`src/rtl/farrow_beam_sum.sv`:
```
// farrow_beam_sum: per-beam channel-sum with round/shift/saturate into a FWFT output FIFO
// Frame framing errors, FIFO drops and saturation are reported as sticky flags.
module farrow_beam_sum #(
  parameter int N_chanals      = 8,
  parameter int N_DN           = 4,
  parameter int width_data_in  = 16,
  parameter int width_data_out = 16,
  parameter int shift_out      = 1,
  parameter int fifo_depth     = 4
) (
  input  logic                                     clk,
  input  logic                                     rst,
  input  logic                                     vld_in,
  input  logic                                     last_in,
  input  logic [N_DN-1:0][width_data_in-1:0]       data_in,
  output logic [N_DN-1:0][width_data_out-1:0]      data_out,
  output logic                                     vld_out,
  input  logic                                     rdy_out,
  input  logic                                     clr_err,
  output logic                                     err_frame,
  output logic                                     err_ovf,
  output logic                                     err_sat
);
  localparam int AW = width_data_in + $clog2(N_chanals);
  localparam int CW = $clog2(N_chanals);
  localparam int PW = $clog2(fifo_depth);
  localparam int SW = ((AW + 1 > width_data_out) ? AW + 1 : width_data_out) + 1;
  localparam logic [CW-1:0] LAST = CW'(N_chanals - 1);
  localparam logic [AW:0] RND = (shift_out == 0) ? '0 : (AW+1)'(1) << ((shift_out == 0) ? 0 : shift_out - 1);
  localparam logic signed [SW-1:0] HI = {{(SW-width_data_out+1){1'b0}}, {(width_data_out-1){1'b1}}};
  localparam logic signed [SW-1:0] LO = ~HI;
  typedef enum logic {ACC, RESYNC} state_t;
  state_t                              st_q;
  logic [CW-1:0]                       cnt_q;
  logic [N_DN-1:0][AW-1:0]             acc_q, s1_q;
  logic                                done_q, s1_vld_q;
  logic                                frame_evt, ovf_evt, sat_evt;
  logic signed [AW:0]                  sum [N_DN];
  logic signed [AW:0]                  shd [N_DN];
  logic signed [SW-1:0]                sh  [N_DN];
  logic [N_DN-1:0]                     clip;
  logic [N_DN-1:0][width_data_out-1:0] res;
  logic [N_DN-1:0][width_data_out-1:0] mem_q [fifo_depth];
  logic [PW:0]                         wr_q, rd_q;
  logic                                full, empty, push, pop;
  logic                                err_frame_q, err_ovf_q, err_sat_q;
  logic                                err_frame_d, err_ovf_d, err_sat_d;
  assign frame_evt = vld_in && st_q == ACC && (last_in != (cnt_q == LAST));
  always_ff @(posedge clk or negedge rst) begin
    if (!rst) begin
      st_q   <= ACC;
      cnt_q  <= '0;
      acc_q  <= '0;
      done_q <= 1'b0;
    end else begin
      done_q <= 1'b0;
      if (vld_in && st_q == RESYNC) begin
        if (last_in) st_q <= ACC;
      end else if (vld_in) begin
        for (int l = 0; l < N_DN; l++)
          acc_q[l] <= (cnt_q == '0 ? AW'(0) : acc_q[l]) + AW'($signed(data_in[l]));
        cnt_q  <= (last_in || cnt_q == LAST) ? '0 : cnt_q + CW'(1);
        done_q <= last_in && cnt_q == LAST;
        if (!last_in && cnt_q == LAST) st_q <= RESYNC;
      end
    end
  end
  always_ff @(posedge clk or negedge rst) begin
    if (!rst) begin
      s1_vld_q <= 1'b0;
      s1_q     <= '0;
    end else begin
      s1_vld_q <= done_q;
      if (done_q) s1_q <= acc_q;
    end
  end
  // Extra headroom bit keeps the rounding add from wrapping before the clamp.
  always_comb begin
    for (int l = 0; l < N_DN; l++) begin
      sum[l]  = $signed({s1_q[l][AW-1], s1_q[l]}) + $signed(RND);
      shd[l]  = sum[l] >>> shift_out;
      sh[l]   = {{(SW-AW-1){shd[l][AW]}}, shd[l]};
      clip[l] = (sh[l] > HI) || (sh[l] < LO);
      res[l]  = sh[l] > HI ? HI[width_data_out-1:0] : sh[l] < LO ? LO[width_data_out-1:0] : sh[l][width_data_out-1:0];
    end
  end
  assign full    = (wr_q[PW] != rd_q[PW]) && (wr_q[PW-1:0] == rd_q[PW-1:0]);
  assign empty   = wr_q == rd_q;
  assign pop     = !empty && rdy_out;
  assign push    = s1_vld_q && (!full || pop);
  assign ovf_evt = s1_vld_q && full && !pop;
  assign sat_evt = s1_vld_q && |clip;
  always_ff @(posedge clk or negedge rst) begin
    if (!rst) begin
      wr_q <= '0;
      rd_q <= '0;
    end else begin
      wr_q <= wr_q + (PW+1)'(push);
      rd_q <= rd_q + (PW+1)'(pop);
    end
  end
  always_ff @(posedge clk) begin
    if (push) mem_q[wr_q[PW-1:0]] <= res;
  end
  assign vld_out  = !empty;
  assign data_out = empty ? '0 : mem_q[rd_q[PW-1:0]];
  always_comb begin
    err_frame_d = frame_evt || (err_frame_q && !clr_err);
    err_ovf_d   = ovf_evt   || (err_ovf_q   && !clr_err);
    err_sat_d   = sat_evt   || (err_sat_q   && !clr_err);
  end
  always_ff @(posedge clk or negedge rst) begin
    if (!rst) begin
      err_frame_q <= 1'b0;
      err_ovf_q   <= 1'b0;
      err_sat_q   <= 1'b0;
    end else begin
      err_frame_q <= err_frame_d;
      err_ovf_q   <= err_ovf_d;
      err_sat_q   <= err_sat_d;
    end
  end
  assign err_frame = err_frame_q;
  assign err_ovf   = err_ovf_q;
  assign err_sat   = err_sat_q;
endmodule
```
`config.mk`:
```
export PLATFORM = sky130hd
export DESIGN_NAME = farrow_beam_sum
export DESIGN_NICKNAME = d
export VERILOG_FILES = /design/src/rtl/farrow_beam_sum.sv
export SDC_FILE = /design/constraint.sdc
export NUM_CORES = 1
export LEC_CHECK = 0
export ABC_AREA = 1
export BUFFER_PORTS_ARGS = -buffer_cell sky130_fd_sc_hd__buf_2
export CAP_MARGIN = 20
export CORE_AREA = 2 2 191 193
export DETAILED_ROUTE_END_ITERATION = 10
export DIE_AREA = 0 0 193 195
export GPL_ROUTABILITY_DRIVEN = 1
export PLACE_DENSITY = 0.82
export SLEW_MARGIN = 20
export SYNTH_ARGS = -nofsm -noshare
export SYNTH_HDL_FRONTEND = slang
export SYNTH_SLANG_ARGS = --single-unit
```
`constraint.sdc`:
```
create_clock -name clk -period 11.45 [get_ports clk]
set_clock_uncertainty 0.1 [all_clocks]
set_input_delay 2.29 -clock clk [delete_from_list [all_inputs] [get_ports clk]]
set_output_delay 2.29 -clock clk [all_outputs]
set_load 0.05 [all_outputs]
```
==> summary.md, run 1 <==
| Metric | Value |
|---|---|
| Mapped cell area | about 23000 um2 |
| Main combinational cell family by area after synthesis | simple AND/OR/NAND/NOR gates |
| Core Box Area | 35400 um2 |
| Area share of fa/ha/maj cells after synthesis | approximately 5% |
| Total grt overflow | 0 |
| Gate Count Post-Synth | about 2.6k |
| Drt wl/cell | 16.4 um |
| Final core occ | between 70% and 80% |
| Met1 Usage GRT | between 40% and 50% |
| Run status | completed |
| GRT Util Overall | between 20% and 30% |
| Fillers | 2613 |
| Sw Ratio | between 40% and 50% |
| NetSw | around 2800 uW |
| Fmax | around 170 MHz |
| Slew HR | a little over a third |
| Reg2reg start | cnt_q[0] |
| Antenna-violating nets left | 0 |
| Combinational Power Share | between 40% and 50% |
| Fraction of layout cells with a size suffix above 1 | 9.91% |
| WP data arrival | between 3000 and 4000 ps |
| R2R depth | 20 |
| Number of synthesized register bits | 423 |
| Share of the synthesized area in the top cell type | 33.7% |
| Grt met2 use | about 43% |
| Antenna cells | 0 |
| Setup total negative slack | 0 ps |
| Synth Area in XOR/XNOR | approximately 2.4% |
| Compound-Gate Fraction of Synth Area | ~12% |
| DR vias/cell | roughly 5.7 |
| Sequential share of the synthesized area | a little over half |
| Die Wd | a little under 200 um |
| Yosys warning count | 0 |
| Crit Path Class | reg2out |
| Setup bufs post-CTS | 0 |
| Die height | between 150 and 200 um |
| Number of global-route vias before repair | between 15k and 20k |
| Max rail drop VDD | 0.328 mV |
| DR iter-0 viols | 1702 |
| Routability cong. | between 0.9 and 1 |
| CP endpoint kind | primary output |
| Worst setup path startpoint | rd_q[0] |
| First-pass GRT wire length | about 86 mm |
| Flop pwr share | between 30 and 40% |
| Largest net degree at the start of global routing | 98 |
| Layer with the highest usage | met1 |
| Starting Density | approximately 64% |
| Leading cell types by total area after synthesis | edfxtp_1 (34%), dfrtp_1 (18%), nand2_1 (8.9%), nor2_1 (6.9%), o21ai_0 (5.3%) |
| Clock buffer count from CTS | 44 |
| Most frequent cell after synthesis | nand2_1 |
| I/O pin count | 138 |
| DPL Wire Length | ~37 mm |
| Startpoint types | register |
| Max-slew violation count | 0 |
| Clock power share | a little under a quarter |
| H-tree depth | 2 |
| CP Max Fanout | 82 |
| Antenna violations before repair | 1 |
| Avg Cell Area, Syn | 8.64 um2 |
| Clk_lat worst skew | roughly 560 ps |
| Vias | approximately 18k |
| CTS tree | built |
| Reg2Reg Setup Slack | between 7000 and 8000 ps |
| Max cap viols | 0 |
| DRC | 0 |
| Final hold vios | 0 |
| Post-synth top cells | nand2_1 (542), nor2_1 (417), inv_1 (294) |
| Clk slew on worst S/H paths | about 60 ps |
| PD cells | 243 nW/um2 |
| CP endpoint | data_out[18] |
| Port buffer count | between 100 and 150 |
| CTS resizes | 0 |
| Flip-flop and latch area | between 10000 and 15000 um2 |
| Power Total | about 6100 uW |
| WL final | approximately 53 mm |
| EDFF count, synth | about 260 |
| Simple-gate share of the synthesized area | between 20% and 30% |
| Worst R2R End | acc_q[71] |
| Syn Nets | 2799 |
| Die Area | between 30000 and 40000 um2 |
| Largest area contributor in the netlist | edfxtp_1 |
| P_leak | 0.0112 uW |
| Worst Path Required | 9060 ps |
| Tcrit/Tclk final | a little over half |
| Initial DRT Pass Iterations | 6 |
| Met3 usage | 4.35% |
| Multiplexer area fraction after synthesis | less than 1% |
| Minimum clock period | 5960 ps |
| Site Rows | slightly below 70 |
| Worst-Margin Slew | 969 ps |
| Final setup fails | 0 |
| Hold crit path type | reg2reg |
| Ys async rst share | between 30% and 40% |
| CTS hold repair buffers | 0 |
| Pint | 3380 uW |
| Clock sinks | approximately 420 |
| Final net count | ~2.9k |
| Hold Slack | ~380 ps |
| Root Buffer Master | clkbuf_16 |
| Synth cell types | just over 40 |
| Area Overhead vs Synth | 10.7% |
| Multi-input gate area | 9430 um2 |
| Clock Tree Buf Depth | 3 |
| Setup repair after global routing missed its margin | false |
| Most used DFF post-synth | edfxtp_1 |
power by group through the flow:
| stage | logic (uW) | registers, uW | clock network, uW |
|---|---|---|---|
| 2_1_floorplan | 2110 | 1950 | 0 |
| 3_3_place_gp | 2590 | 2060 | 0 |
| 3_5_place_dp | 2650 | 2060 | 0 |
| 4_1_cts | 2670 | 2030 | 1430 |
| 5_1_grt | 2960 | 2060 | 1500 |
| 6_report | 2680 | 2040 | 1420 |
per-layer routing:
metal / up-vias / wire (um)
met5: - / 13
met2: 685 / 23200
met3: 72 / 4350
met4: 2 / 860
li1: 9057 / -
met1: 8567 / 24700
flip-flops by register name, indices dropped and copies added (netlist names):
name and flops:
mem_q 256, acc_q 76, s1_q 76, cnt_q 3, rd_q 3, wr_q 3, done_q 1, err_frame 1
err_ovf 1, err_sat 1, s1_vld_q 1, st_q 1
final cells by class:
type	instances	area share, %
clock buffers	51	4.63
clock inverters	31	1.11
inverters	298	4.44
multi-input cells	1822	37.3
flip-flops and latches	423	47.0
well taps	461	2.28
repair buffers	151	3.16
critical path: stages (launching register included):
cell      delay, ps
dfrtp_4         730
clkinv_2        560
buf_4           760
nor2_1          100
o32ai_1         310
nand2_1         120
inv_1            80
buf_2           250
worst min path at each step:
stage	end	from	depth (start not counted)	slack, ps
final	err_sat	err_sat	2	380
after global routing	err_ovf	err_ovf	1	410
after detailed placement	err_sat	err_sat	2	360
after CTS	err_sat	err_sat	2	380
after global placement	err_sat	err_sat	2	360
after floorplan	s1_vld_q	done_q	0	310
layout by cell type, fill, tap and decap left out, drive strengths merged:
cell type  synthesis  routed
edfxtp           256     256
clkbuf            62      51
a32o               1       1
clkinv             1      24
fa                 4       4
o32ai             64      64
buf               34     151
clkinvlp           0       2
inv              297     300
o21ai            271     271
nand3b            13      13
nand3            110     110
or2                6       6
a22o               1       1
xor2              50      50
nand4             30      30
dfrtp            167     167
o21bai            12      12
o31ai              9       9
ha                86      86
a31oi              6       6
nor3              29      29
nor2             430     430
o22ai             17      17
xnor2             12      12
a21oi            107     107
nand2            556     556
nor4               4       4
bufinv             0       3
mux2               4       4
cells by family after synthesis:
| family | after synthesis |
|---|---|
| simple gates | 1178 |
| compound gates | 488 |
| flops | 423 |
| buf+inv | 394 |
| fa+ha+maj | 90 |
| xor+xnor | 62 |
| mux | 4 |
per-stage QoR:
| stage | setup slack [ps] | cell area [um2] | std cells |
|---|---|---|---|
| floorplan | 3940 | 22800 | 2639 |
| global placement | 6230 | 23800 | 3155 |
| detailed placement | 6080 | 23800 | 3155 |
| CTS | 5500 | 25200 | 3237 |
| global route | 5230 | 25200 | 3237 |
| finish | 5490 | 25200 | 3237 |
No activity file was read; power rests on OpenSTA's default activity.
==> run 2: changes to the inputs <==
- CORE_AREA: 2 2 191 193 -> 2 2 195 197
- DIE_AREA: 0 0 193 195 -> 0 0 197 199
- PLACE_DENSITY: 0.82 -> 0.8
- clock period: 11.45 -> 5.5 ns (I/O delays scaled with it)
==> summary.md, run 2 (same netlist as run 1, synthesis figures left out) <==
| Metric | Value |
|---|---|
| Hold Slack | just under 400 ps |
| Hold depth | 2 |
| DPL Wire Length | between 30 and 40 mm |
| Tcrit/Tclk final | ~80% |
| Run status | completed |
| CTS resizes | 0 |
| CP endpoint kind | primary output |
| H-tree depth | 2 |
| First-pass GRT wire length | 86.5 mm |
| Starting Density | between 60% and 70% |
| DRC | 0 |
| Antenna cells | 0 |
| Clk slew on worst S/H paths | about 60 ps |
| Max cap viols | 0 |
| CP Max Fanout | between 70 and 80 |
| Multi-input gate area | between 9000 and 10000 um2 |
| DR iter-0 viols | 1759 |
| Hold endpoint | s1_q[9] |
| WL final | 53.6 mm |
| R2R depth | 14 |
| Antenna violations before repair | 1 |
| Worst-Margin Slew | 1040 ps |
| Routability cong. | between 0.9 and 1 |
| Clock Tree Buf Depth | 3 |
| Startpoint types | register |
| Slew HR | a little under a third |
| Initial DRT Pass Iterations | 7 |
| I/O pin count | 138 |
| Clock sinks | around 420 |
| CTS hold repair buffers | 0 |
| Core Box Area | ~37000 um2 |
| P_leak | between 0.01 and 0.015 uW |
| Number of global-route vias before repair | 17.0k |
| Placed cells | 3172 |
| Drt wl/cell | around 17 um |
| Root Buffer Master | clkbuf_16 |
| Port buffer count | about 140 |
| Total grt overflow | 0 |
| Fillers | roughly 3k |
| Crit Path Class | reg2out |
| Hold crit path type | reg2reg |
| Worst R2R End | acc_q[55] |
| Fin cells | between 3k and 4k |
| Reg2Reg Setup Slack | between 1500 and 2000 ps |
| CP Cell Sequence | clkinv_2, buf_4, nor2_1, o32ai_1, nand2_1, inv_1, buf_2 |
| Commonest non-fill, non-tap cells in the layout | nand2_1 (541), nor2_1 (416), inv_1 (293), edfxtp_1 (256), o21ai_0 (240) |
| Worst Path Required | roughly 4300 ps |
| Flip-flop and latch area | 11900 um2 |
| CP peak stage delay | just under 800 ps |
| Die Area | approximately 39000 um2 |
| Final net count | around 2.9k |
| Final hold vios | 0 |
| Area Overhead vs Synth | 11.2% |
| PD cells | roughly 500 nW/um2 |
| Max-slew violation count | 0 |
| Fmax | 231 MHz |
| Antenna-violating nets left | 0 |
| Vias | about 18k |
| Minimum clock period | 4340 ps |
| Largest net degree at the start of global routing | between 100 and 150 |
| Setup total negative slack | 0 ps |
| WP data arrival | around 3100 ps |
| GRT Util Overall | roughly 28% |
| Site Rows | 71 |
| Fraction of layout cells with a size suffix above 1 | between 10% and 20% |
| Crit path max-delay cell type | dfrtp_4 |
| Max rail drop VDD | around 0.33 mV |
| Die height | ~200 um |
| Setup bufs post-CTS | 0 |
| Final setup fails | 0 |
| Setup repair after global routing missed its margin | false |
| Reg2reg start | cnt_q[0] |
| Clk_lat worst skew | between 500 and 600 ps |
| Hold Startpoint | acc_q[9] |
| Clock buffer count from CTS | 43 |
| DR vias/cell | around 5.7 |
| Max FFs per register | around 260 |
| Commonest non-fill, non-tap cell in the layout | nand2_1 |
| Die Wd | about 200 um |
| CTS tree | built |
==> run 2: report_power, final <==
group	leakage [uW]	switching, uW	total [uW]	internal (uW)
registers	0.00451	380	4240	3860
logic	0.00597	4120	5630	1510
clock network	0.000731	1260	3100	1840
total	0.0112	5760	13000	7210
==> run 2: critical path: cells and delay by family, from the launching register on <==
| family | cells | cell delay [ps] |
|---|---|---|
| and+or+nand+nor | 2 | 200 |
| DFF | 1 | 770 |
| buffers and inverters | 4 | 1010 |
| AOI/OAI and AO/OA | 1 | 540 |
==> run 2: stage by stage <==
stage               utilization (%)  cell area (um2)  setup slack, ps  power, uW
floorplan                         -            22800             -817       8460
global placement               64.2            23900             1470       9730
detailed placement             64.3            23900             1580       9850
CTS                            68.3            25400             1140      13000
global route                   68.3            25400              974      13700
finish                         68.3            25400             1160      13000
==> run 2: routing by layer <==
metal  routed length (um)  track usage (%)
met1                25200             42.8
met2                23300             41.5
met3                 4140             3.27
met4                  969             6.79
met5                    0                0
==> run 2: worst max path at each step <==
stage	slack, ps	start	to	depth (start not counted)
floorplan	-820	rdy_out	mem_q[2][0]	4
global placement	1470	rd_q[0]	data_out[35]	6
detailed placement	1580	cnt_q[0]	acc_q[55]	14
CTS	1140	rd_q[0]	data_out[35]	6
global route	970	rd_q[0]	data_out[35]	6
finish	1160	rd_q[0]	data_out[31]	7
==> run 2: area by class of cell <==
cell class | count | share of cell area (%)
well taps | 474 | 2.34
clock buffers | 47 | 4.34
repair buffers | 155 | 3.32
clock inverters | 29 | 1.58
multi-input cells | 1822 | 37.2
flip-flops and latches | 423 | 46.8
inverters | 298 | 4.41
